==> src/rtl/prim_secded_inv_39_32_dec_pipe.sv <==
// Elastic multi-lane inverted Hsiao (39,32) SECDED decoder.
// Corrects single-bit errors, flags doubles, keeps saturating error counters.
//
// Ports:
//   clk_i, rst_i          clock, synchronous active-high reset
//   in_valid_i/in_ready_o input handshake, in_cw_i lane k at [39k+38:39k]
//   out_valid_o/out_ready_i output handshake
//   out_data_o            corrected data, 32 bits per lane
//   out_syndrome_o        syndrome, 7 bits per lane
//   out_err_o             per lane {double, single}
//   cnt_clr_i             clears counters and the sticky alert
//   cnt_single_o/cnt_double_o saturating per-lane error counts
//   dbl_alert_o           sticky double-error alert
module prim_secded_inv_39_32_dec_pipe #(
  parameter int unsigned NumLanes  = 1,
  parameter int unsigned NumStages = 2,
  parameter bit          CorrectEn = 1'b1,
  parameter int unsigned CntWidth  = 16
) (
  input  logic                    clk_i,
  input  logic                    rst_i,
  input  logic                    in_valid_i,
  output logic                    in_ready_o,
  input  logic [NumLanes*39-1:0]  in_cw_i,
  output logic                    out_valid_o,
  input  logic                    out_ready_i,
  output logic [NumLanes*32-1:0]  out_data_o,
  output logic [NumLanes*7-1:0]   out_syndrome_o,
  output logic [NumLanes*2-1:0]   out_err_o,
  input  logic                    cnt_clr_i,
  output logic [CntWidth-1:0]     cnt_single_o,
  output logic [CntWidth-1:0]     cnt_double_o,
  output logic                    dbl_alert_o
);

  localparam logic [38:0] InvMask = 39'h2A00000000;

  localparam logic [6:0][31:0] Masks = {
    32'h98505586, 32'h2DCC624C, 32'hC2C1323B,
    32'h31234ED1, 32'h413D89AA, 32'hDEBA8050,
    32'h2606BD25
  };

  localparam int unsigned SumW = CntWidth + 4;
  localparam logic [SumW-1:0] CntMax =
    SumW'({CntWidth{1'b1}});

  function automatic logic [6:0] syn_f(
    input logic [38:0] c
  );
    logic [6:0] s;
    for (int i = 0; i < 7; i++) begin
      s[i] = ^(c[31:0] & Masks[i]) ^ c[32+i];
    end
    return s;
  endfunction

  // Flip data bit j only when the syndrome equals its column;
  // check-bit and double errors never match a data column.
  function automatic logic [31:0] fix_f(
    input logic [31:0] d,
    input logic [6:0]  s
  );
    logic [31:0] f;
    logic [6:0]  col;
    f = d;
    for (int j = 0; j < 32; j++) begin
      for (int i = 0; i < 7; i++) begin
        col[i] = Masks[i][j];
      end
      if (CorrectEn && s == col) begin
        f[j] = ~d[j];
      end
    end
    return f;
  endfunction

  function automatic logic [1:0] err_f(
    input logic [6:0] s
  );
    return {(s != '0) & ~^s, (s != '0) & ^s};
  endfunction

  logic [NumLanes*39-1:0] in_c;
  logic [NumLanes*32-1:0] in_data;
  logic [NumLanes*7-1:0]  in_syn;

  assign in_c = in_cw_i ^ {NumLanes{InvMask}};

  always_comb begin
    in_data = '0;
    in_syn  = '0;
    for (int k = 0; k < NumLanes; k++) begin
      in_data[32*k +: 32] = in_c[39*k +: 32];
      in_syn[7*k +: 7]    = syn_f(in_c[39*k +: 39]);
    end
  end

  logic                   q_valid;
  logic [NumLanes*32-1:0] q_data;
  logic [NumLanes*7-1:0]  q_syn;
  logic [NumLanes*2-1:0]  q_err;
  logic                   q_load;
  logic                   out_hs;
  logic                   s0_valid;
  logic                   s0_adv;
  logic [NumLanes*32-1:0] src_data;
  logic [NumLanes*7-1:0]  src_syn;

  assign out_hs     = q_valid & out_ready_i;
  assign in_ready_o = ~s0_valid | s0_adv;

  if (NumStages == 1) begin : g_one
    assign s0_valid = q_valid;
    assign s0_adv   = out_hs;
    assign q_load   = in_valid_i & in_ready_o;
    assign src_data = in_data;
    assign src_syn  = in_syn;
  end else begin : g_two
    logic                   p_valid;
    logic [NumLanes*32-1:0] p_data;
    logic [NumLanes*7-1:0]  p_syn;
    logic                   p_load;

    assign p_load   = in_valid_i & in_ready_o;
    assign s0_valid = p_valid;
    assign s0_adv   = p_valid & (~q_valid | out_hs);
    assign q_load   = s0_adv;
    assign src_data = p_data;
    assign src_syn  = p_syn;

    always_ff @(posedge clk_i) begin
      if (rst_i) begin
        p_valid <= 1'b0;
      end else if (p_load) begin
        p_valid <= 1'b1;
      end else if (s0_adv) begin
        p_valid <= 1'b0;
      end
    end

    always_ff @(posedge clk_i) begin
      if (p_load) begin
        p_data <= in_data;
        p_syn  <= in_syn;
      end
    end
  end

  logic [NumLanes*32-1:0] nxt_data;
  logic [NumLanes*2-1:0]  nxt_err;

  always_comb begin
    nxt_data = '0;
    nxt_err  = '0;
    for (int k = 0; k < NumLanes; k++) begin
      nxt_data[32*k +: 32] =
        fix_f(src_data[32*k +: 32], src_syn[7*k +: 7]);
      nxt_err[2*k +: 2] = err_f(src_syn[7*k +: 7]);
    end
  end

  always_ff @(posedge clk_i) begin
    if (rst_i) begin
      q_valid <= 1'b0;
    end else if (q_load) begin
      q_valid <= 1'b1;
    end else if (out_hs) begin
      q_valid <= 1'b0;
    end
  end

  always_ff @(posedge clk_i) begin
    if (q_load) begin
      q_data <= nxt_data;
      q_syn  <= src_syn;
      q_err  <= nxt_err;
    end
  end

  assign out_valid_o    = q_valid;
  assign out_data_o     = q_valid ? q_data : '0;
  assign out_syndrome_o = q_valid ? q_syn  : '0;
  assign out_err_o      = q_valid ? q_err  : '0;

  logic [3:0]          pop_s;
  logic [3:0]          pop_d;
  logic [SumW-1:0]     sum_s;
  logic [SumW-1:0]     sum_d;
  logic [CntWidth-1:0] cnt_s_q;
  logic [CntWidth-1:0] cnt_d_q;
  logic                alert_q;

  always_comb begin
    pop_s = '0;
    pop_d = '0;
    for (int k = 0; k < NumLanes; k++) begin
      pop_s = pop_s + 4'(q_err[2*k]);
      pop_d = pop_d + 4'(q_err[2*k+1]);
    end
  end

  assign sum_s = SumW'(cnt_s_q) + SumW'(pop_s);
  assign sum_d = SumW'(cnt_d_q) + SumW'(pop_d);

  always_ff @(posedge clk_i) begin
    if (rst_i || cnt_clr_i) begin
      cnt_s_q <= '0;
      cnt_d_q <= '0;
      alert_q <= 1'b0;
    end else if (out_hs) begin
      cnt_s_q <= (sum_s > CntMax) ? '1
                 : sum_s[CntWidth-1:0];
      cnt_d_q <= (sum_d > CntMax) ? '1
                 : sum_d[CntWidth-1:0];
      if (pop_d != '0) begin
        alert_q <= 1'b1;
      end
    end
  end

  assign cnt_single_o = cnt_s_q;
  assign cnt_double_o = cnt_d_q;
  assign dbl_alert_o  = alert_q;

endmodule

==> config.mk <==
export PLATFORM = sky130hd
export DESIGN_NAME = prim_secded_inv_39_32_dec_pipe
export DESIGN_NICKNAME = d
export VERILOG_FILES = /design/src/rtl/prim_secded_inv_39_32_dec_pipe.sv
export SDC_FILE = /design/constraint.sdc
export NUM_CORES = 1
export LEC_CHECK = 0
export BUFFER_PORTS_ARGS = -buffer_cell sky130_fd_sc_hd__buf_2
export CELL_PAD_IN_SITES_DETAIL_PLACEMENT = 0
export CELL_PAD_IN_SITES_GLOBAL_PLACEMENT = 1
export CORE_MARGIN = 2
export CORE_UTILIZATION = 40
export CTS_BUF_LIST = sky130_fd_sc_hd__clkbuf_8
export DETAILED_ROUTE_END_ITERATION = 10
export PLACE_DENSITY_LB_ADDON = 0.15
export SYNTH_ARGS = -nofsm -noshare
export SYNTH_HDL_FRONTEND = slang
export SYNTH_SLANG_ARGS = --single-unit
==> constraint.sdc <==
create_clock -name clk_i -period 7.45 [get_ports clk_i]
set_input_delay 1.8625 -clock clk_i [delete_from_list [all_inputs] [get_ports clk_i]]
set_output_delay 1.8625 -clock clk_i [all_outputs]
set_load 0.05 [all_outputs]
==> results of run 1 <==
-- cell families (layout without fill, tap and decap cells) --
group	Yosys count	after routing
AO/OA/AOI/OAI	45	45
XOR/XNOR	122	122
adder cells (fa/ha/maj)	18	18
buffers and inverters	31	164
flip-flops	115	115
multiplexers	6	6
AND/OR/NAND/NOR	157	157
-- power breakdown --
group	internal (uW)	leakage [uW]	switching, uW
Combinational	158	0.00139	226
Sequential	762	0.00105	46.8
Clock	395	0.000222	262
Total	1310	0.00266	535
-- per-layer routing --
layer | wire, um | vias up | track usage
met5 | 0 | - | 0
met4 | 233 | 0 | 0.0751
met3 | 725 | 16 | 0.0462
met2 | 5960 | 115 | 0.270
met1 | 5530 | 1857 | 0.217
li1 | - | 1983 | -
-- cells in the mapped netlist (all sizes together) (4+ instances only) --
cell type | count | area (um^2)
nor2b | 5 | 31.3
nor2 | 12 | 45.0
and4 | 5 | 43.8
ha | 18 | 225
edfxtp | 80 | 2400
clkbuf | 19 | 71.3
nand2 | 21 | 78.8
mux2i | 6 | 60.1
nor3 | 12 | 60.1
a21oi | 23 | 115
a31oi | 9 | 56.3
dfxtp | 35 | 701
xnor2 | 108 | 946
nand3 | 23 | 115
and2 | 44 | 275
or3 | 4 | 25.0
inv | 11 | 41.3
xor2 | 13 | 114
nand4 | 18 | 125
o21ai | 5 | 25.0
nor4 | 4 | 31.3
-- worst reg2reg max path, stage by stage, from the launching register on --
cell and delay [ns]:
edfxtp_1 0.42, ha_1 0.17, ha_1 0.18, nand4_1 0.20, nor3_1 0.48, nand3_1 0.48, a21oi_1 0.29
-- sequential cells by signal, indices dropped and copies added (netlist names) --
signal and cells:
cnt_double_o 16, out_valid_o 1, q_err 2, dbl_alert_o 1, g_two.p_syn 7, g_two.p_valid 1
q_syn 7, q_data 32, cnt_single_o 16, g_two.p_data 32
-- worst paths after layout --
kind | startpoint | end | slack [ns] | cells past startpoint
setup / recovery | out_ready_i | in_ready_o | 2.89 | 4
setup reg to reg | q_err[1] | cnt_double_o[7] | 5.17 | 6
hold / removal | dbl_alert_o | dbl_alert_o | 0.47 | 2
hold reg to reg | dbl_alert_o | dbl_alert_o | 0.47 | 2
-- per-stage QoR --
step           total power [uW]  hold slack [ns]  worst slack, ns  utilization  cell area (um^2)
2_1_floorplan              1100            0.424             3.05            -              5760
3_3_place_gp               1210            0.447             2.87        0.467              6530
3_5_place_dp               1210            0.459             2.87        0.467              6530
4_1_cts                    1870            0.475             2.87        0.499              6980
5_1_grt                    1930            0.529             2.83        0.499              6980
6_report                   1850            0.466             2.89        0.499              6980
-- layout make-up --
type,count,area share
well taps,180,0.0323
flip-flops and latches,115,0.445
clock inverters,15,0.0309
repair buffers,121,0.0875
clock buffers,17,0.0335
inverters,11,0.00592
multi-input cells,348,0.365
==> out/results.ini, run 1 <==
[critical_path]
crit_required_ns=5.59
arrival_ns=2.70
max_stage_delay_ns=0.33
crit_chain=buf_2, nor2b_1, nand2_1, buf_2
crit_family=simple AND/OR/NAND/NOR gates
critPathSlowestCell=nor2b_1
startpoint_type=primary input
crit_path_frequent_cell=buf_2
cp_max_fo=10
endpoint_kind=output port
critPathBufInv=2
path_class=in -> out

[layout]
register_area_um2=3100
diodes=0
nFillCells=1326
final_cells=807
areaGrowthSynthToFinish_pct=21.1
final_common_cell=buf_2
multiInputGateArea_um2=2550
final_cell_mix=buf_2, xnor2_1, edfxtp_1
drive_gt1_frac=0.254
nets=676

[sta]
hold_viol=0
period_share=0.612
fin_skew_ns=0.0192
setup_viol=0
tightest_slew_ns=1.11
slew_headroom=0.261
maxSlewViolCount=0
fmax_ghz=0.219
period_minus_slack_ns=4.56
rsz0062_at_grt=false
tns_ns=0

[logic_synthesis]
synth.avg_cell_area_um2=11.7
syn_nets=556
netlist_area_um2=5760
seq_area_frac_synth=0.539
synth_seq_cells=115
synthArstFlopShare=0
synth_compound_area_frac=0.0454
ys.flop_type=edfxtp_1
synth_mux_area_frac=0.0104
synth_cell_types=36
yosys.area_share.simple=0.158
synth_fa_ha_area_frac=0.0391
synth_top_family_by_area=XOR/XNOR gates
netlist_instances=494
synth-xor-area-share=0.188
yosys_warnings=0
synth_edf_count=80

[routing]
drt-initial-drc-count=303
dr.pass1.iters=4
ant_nets=0
viasPerCell=4.92
route.final.wire_length_um=12500
wl_per_cell_um=15.4
drcViolationCount=0
vias=3971

[cts]
cts_buffer_depth=2
cts_max_level=4
cts_tree=built
cts_root_buf=clkbuf_8
post_cts_resized=0
clk_pin_slew_ns=0.07
clock_sinks=115
post_cts_buffers=0
cts_hold_buf=0
clock_latency_ns=0.46
cts_buffers=17

[power]
ir_worst_vdd_mv=0.132
leakage_uw=0.00266
power_density_nw_per_um2=265

[run]
max_cap_viol_count=0

[run_status]
status=finished clean

[global_routing]
antenna_found_initial=0
grt_max_degree=53
grt_pass1_wl_um=19400
grt_usage=0.170
grt_pass1_vias=3798
grt_overflow=0

[floorplanning]
core-area_um2=14000
core.rowCount=43
die_y_um=124
die_x_um=124
start_util=0.412
io_pins=120
die-area_um2=15400

[worst_hold_path]
hold_class=reg -> reg

[placed_design]
hpwlAfterDp_um=9350
numPortBuffers=119
placed_cells=775
place_congestion=0.789

Note: power is estimated with default switching activity, not from simulation.
==> run 2, diff against run 1 <==
==> constraint.sdc (replaced) <==
create_clock -name clk_i -period 3.66 [get_ports clk_i]
set_input_delay 0.915 -clock clk_i [delete_from_list [all_inputs] [get_ports clk_i]]
set_output_delay 0.915 -clock clk_i [all_outputs]
set_load 0.05 [all_outputs]
==> run 2 against run 1 <==
Clock skew decreased by 0.011 ns. Worst hold slack improved by 0.0049 ns. Final area decreased by 0.25%. Non-clock buffer count increased by 1. Wire length increased by 0.80%. Sequential power increased by 100%. Critical endpoint is now out_data_o[24]. Sequential share of layout area increased by 0.11 points. Highest routed layer unchanged. Die area unchanged.
==> out/results.ini, run 2 (synthesis results as in run 1) <==
[critical_path]
endpoint_kind=output port
path_class=reg -> out
r2r_cells=5  ; -1
r2r_slack_ns=1.30  ; -3.87 ns
crit_chain=buf_4, and2_1, buf_2
max_stage_delay_ns=0.51  ; +0.18 ns
startpoint_type=register
cp_max_fo=39  ; +29
critPathSlowestCell=dfxtp_1
r2r-start=out_valid_o
arrival_ns=1.79  ; -0.91 ns
crit_required_ns=2.74  ; -2.85 ns
r2r-end=cnt_double_o[13]

[power]
intPower_uw=2610  ; +98%
clockPowerShare=0.340  ; -0.015
p_seq_frac=0.447  ; +0.010
ir_worst_vdd_mv=0.282  ; +110%
p_sw_uw=1090  ; +100%
combPwrFrac=0.213  ; +0.006
power_density_nw_per_um2=531  ; +100%
leakage_uw=0.00265  ; -0.49%
netSwitchingFraction=0.294  ; +0.00479

[sta]
hold_viol=0  ; unchanged
tightest_slew_ns=0.678  ; -0.429 ns
maxSlewViolCount=0  ; unchanged
rsz0062_at_grt=false
fin_skew_ns=0.00841  ; -0.0107 ns
period_minus_slack_ns=2.70
period_share=0.738
tns_ns=0  ; unchanged
fmax_ghz=0.370
slew_headroom=0.548  ; +0.288
setup_viol=0  ; unchanged

[floorplanning]
start_util=0.412  ; unchanged
io_pins=120  ; unchanged
die_y_um=124  ; unchanged
core-area_um2=14000  ; unchanged
die-area_um2=15400  ; unchanged
core.rowCount=43  ; unchanged
die_x_um=124  ; unchanged

[cts]
clock_sinks=115  ; unchanged
post_cts_buffers=0  ; unchanged
cts_buffers=17  ; unchanged
cts_tree=built
clock_latency_ns=0.44  ; -0.02 ns
cts_buffer_depth=2  ; unchanged
cts_hold_buf=0  ; unchanged
post_cts_resized=0  ; unchanged
cts_root_buf=clkbuf_8
cts_max_level=4  ; unchanged
clk_pin_slew_ns=0.07  ; about the same

[global_routing]
antenna_found_initial=0  ; unchanged
grt_pass1_wl_um=19400  ; -0.11%
grt_usage=0.170  ; +0.000488
grt_pass1_vias=3781  ; -0.45%
grt_max_degree=42  ; -21%
grt_overflow=0  ; unchanged

[routing]
vias=3971  ; unchanged
route.final.wire_length_um=12600  ; +0.80%
drt-initial-drc-count=268  ; -12%
ant_nets=0  ; unchanged
dr.pass1.iters=4  ; unchanged
wl_per_cell_um=15.5  ; +0.67%
viasPerCell=4.91  ; -0.12%
drcViolationCount=0  ; unchanged

[placed_design]
place_congestion=0.797  ; +0.99%
numPortBuffers=119  ; unchanged
hpwlAfterDp_um=9560  ; +2.3%
placed_cells=776  ; +0.13%

[layout]
drive_gt1_frac=0.255  ; +0.00119
final_cell_mix=buf_2, xnor2_1, edfxtp_1
areaGrowthSynthToFinish_pct=20.8
final_cells=808  ; +0.12%
nets=677  ; +0.15%
reg_top3=g_two.p_data x32, q_data x32
final_common_cell=buf_2
diodes=0  ; unchanged

[run]
max_cap_viol_count=0  ; unchanged

[worst_hold_path]
holdPathEnd=dbl_alert_o
min_path_cells=2  ; unchanged
hold_class=reg -> reg
worstHoldStart=dbl_alert_o

[run_status]
status=finished clean

[run 2: changes by cell type in the layout (fill, tap and decap cells not counted), sizes merged]
cell    delta
buf        +1
bufinv     -1
clkinv     +4
inv        -3
[run 2: power by group through the flow]
stage	combinational, uW	clock, uW	sequential, uW
after CTS	798	1290	1650
after detailed placement	795	0	1680
after floorplan	608	0	1630
after global routing	859	1340	1660
after global placement	785	0	1680
final	787	1260	1650
[run 2: per-stage QoR]
stage | total power, uW | hold WS (ns) | cell area [um^2] | util | setup WS, ns
finish | 3690 | 0.471 | 6960 | 0.497 | 0.960
global route | 3870 | 0.506 | 6960 | 0.497 | 0.791
CTS | 3730 | 0.478 | 6960 | 0.497 | 0.891
detailed placement | 2470 | 0.461 | 6530 | 0.467 | 0.957
global placement | 2460 | 0.449 | 6530 | 0.467 | 0.974
floorplan | 2240 | 0.424 | 5760 | - | 0.241
[run 2: worst max-delay path, delay by kind of cell (launching register included)]
family / cells / cell delay (ns)
buffers and inverters: 2 / 0.63
DFF: 1 / 0.51
and+or+nand+nor: 1 / 0.21
[run 2: worst max-delay path by stage]
stage,start,end,slack [ns],cells past startpoint
4_1_cts,out_valid_o,out_data_o[21],0.89,3
5_1_grt,out_valid_o,out_data_o[21],0.79,3
6_report,out_valid_o,out_data_o[24],0.96,3
3_3_place_gp,out_ready_i,in_ready_o,0.97,4
2_1_floorplan,out_ready_i,q_data[0],0.24,3
3_5_place_dp,out_ready_i,in_ready_o,0.96,4
[run 2: cell type report]
type,instances,area [um^2]
Timing Repair Buffer,122,618
Inverter,11,41.3
Clock buffer,17,234
Clock inverter,15,190
Sequential cell,115,3100
Fill cell,1311,7030
Multi-Input combinational cell,348,2550
Tap cell,180,225
[run 2: layer usage]
layer | vias up | track usage | wire length (um)
li1 | 1974 | - | -
met1 | 1867 | 0.218 | 5550
met2 | 116 | 0.279 | 6120
met3 | 14 | 0.0435 | 698
met4 | 0 | 0.0632 | 178
met5 | - | 0 | 0
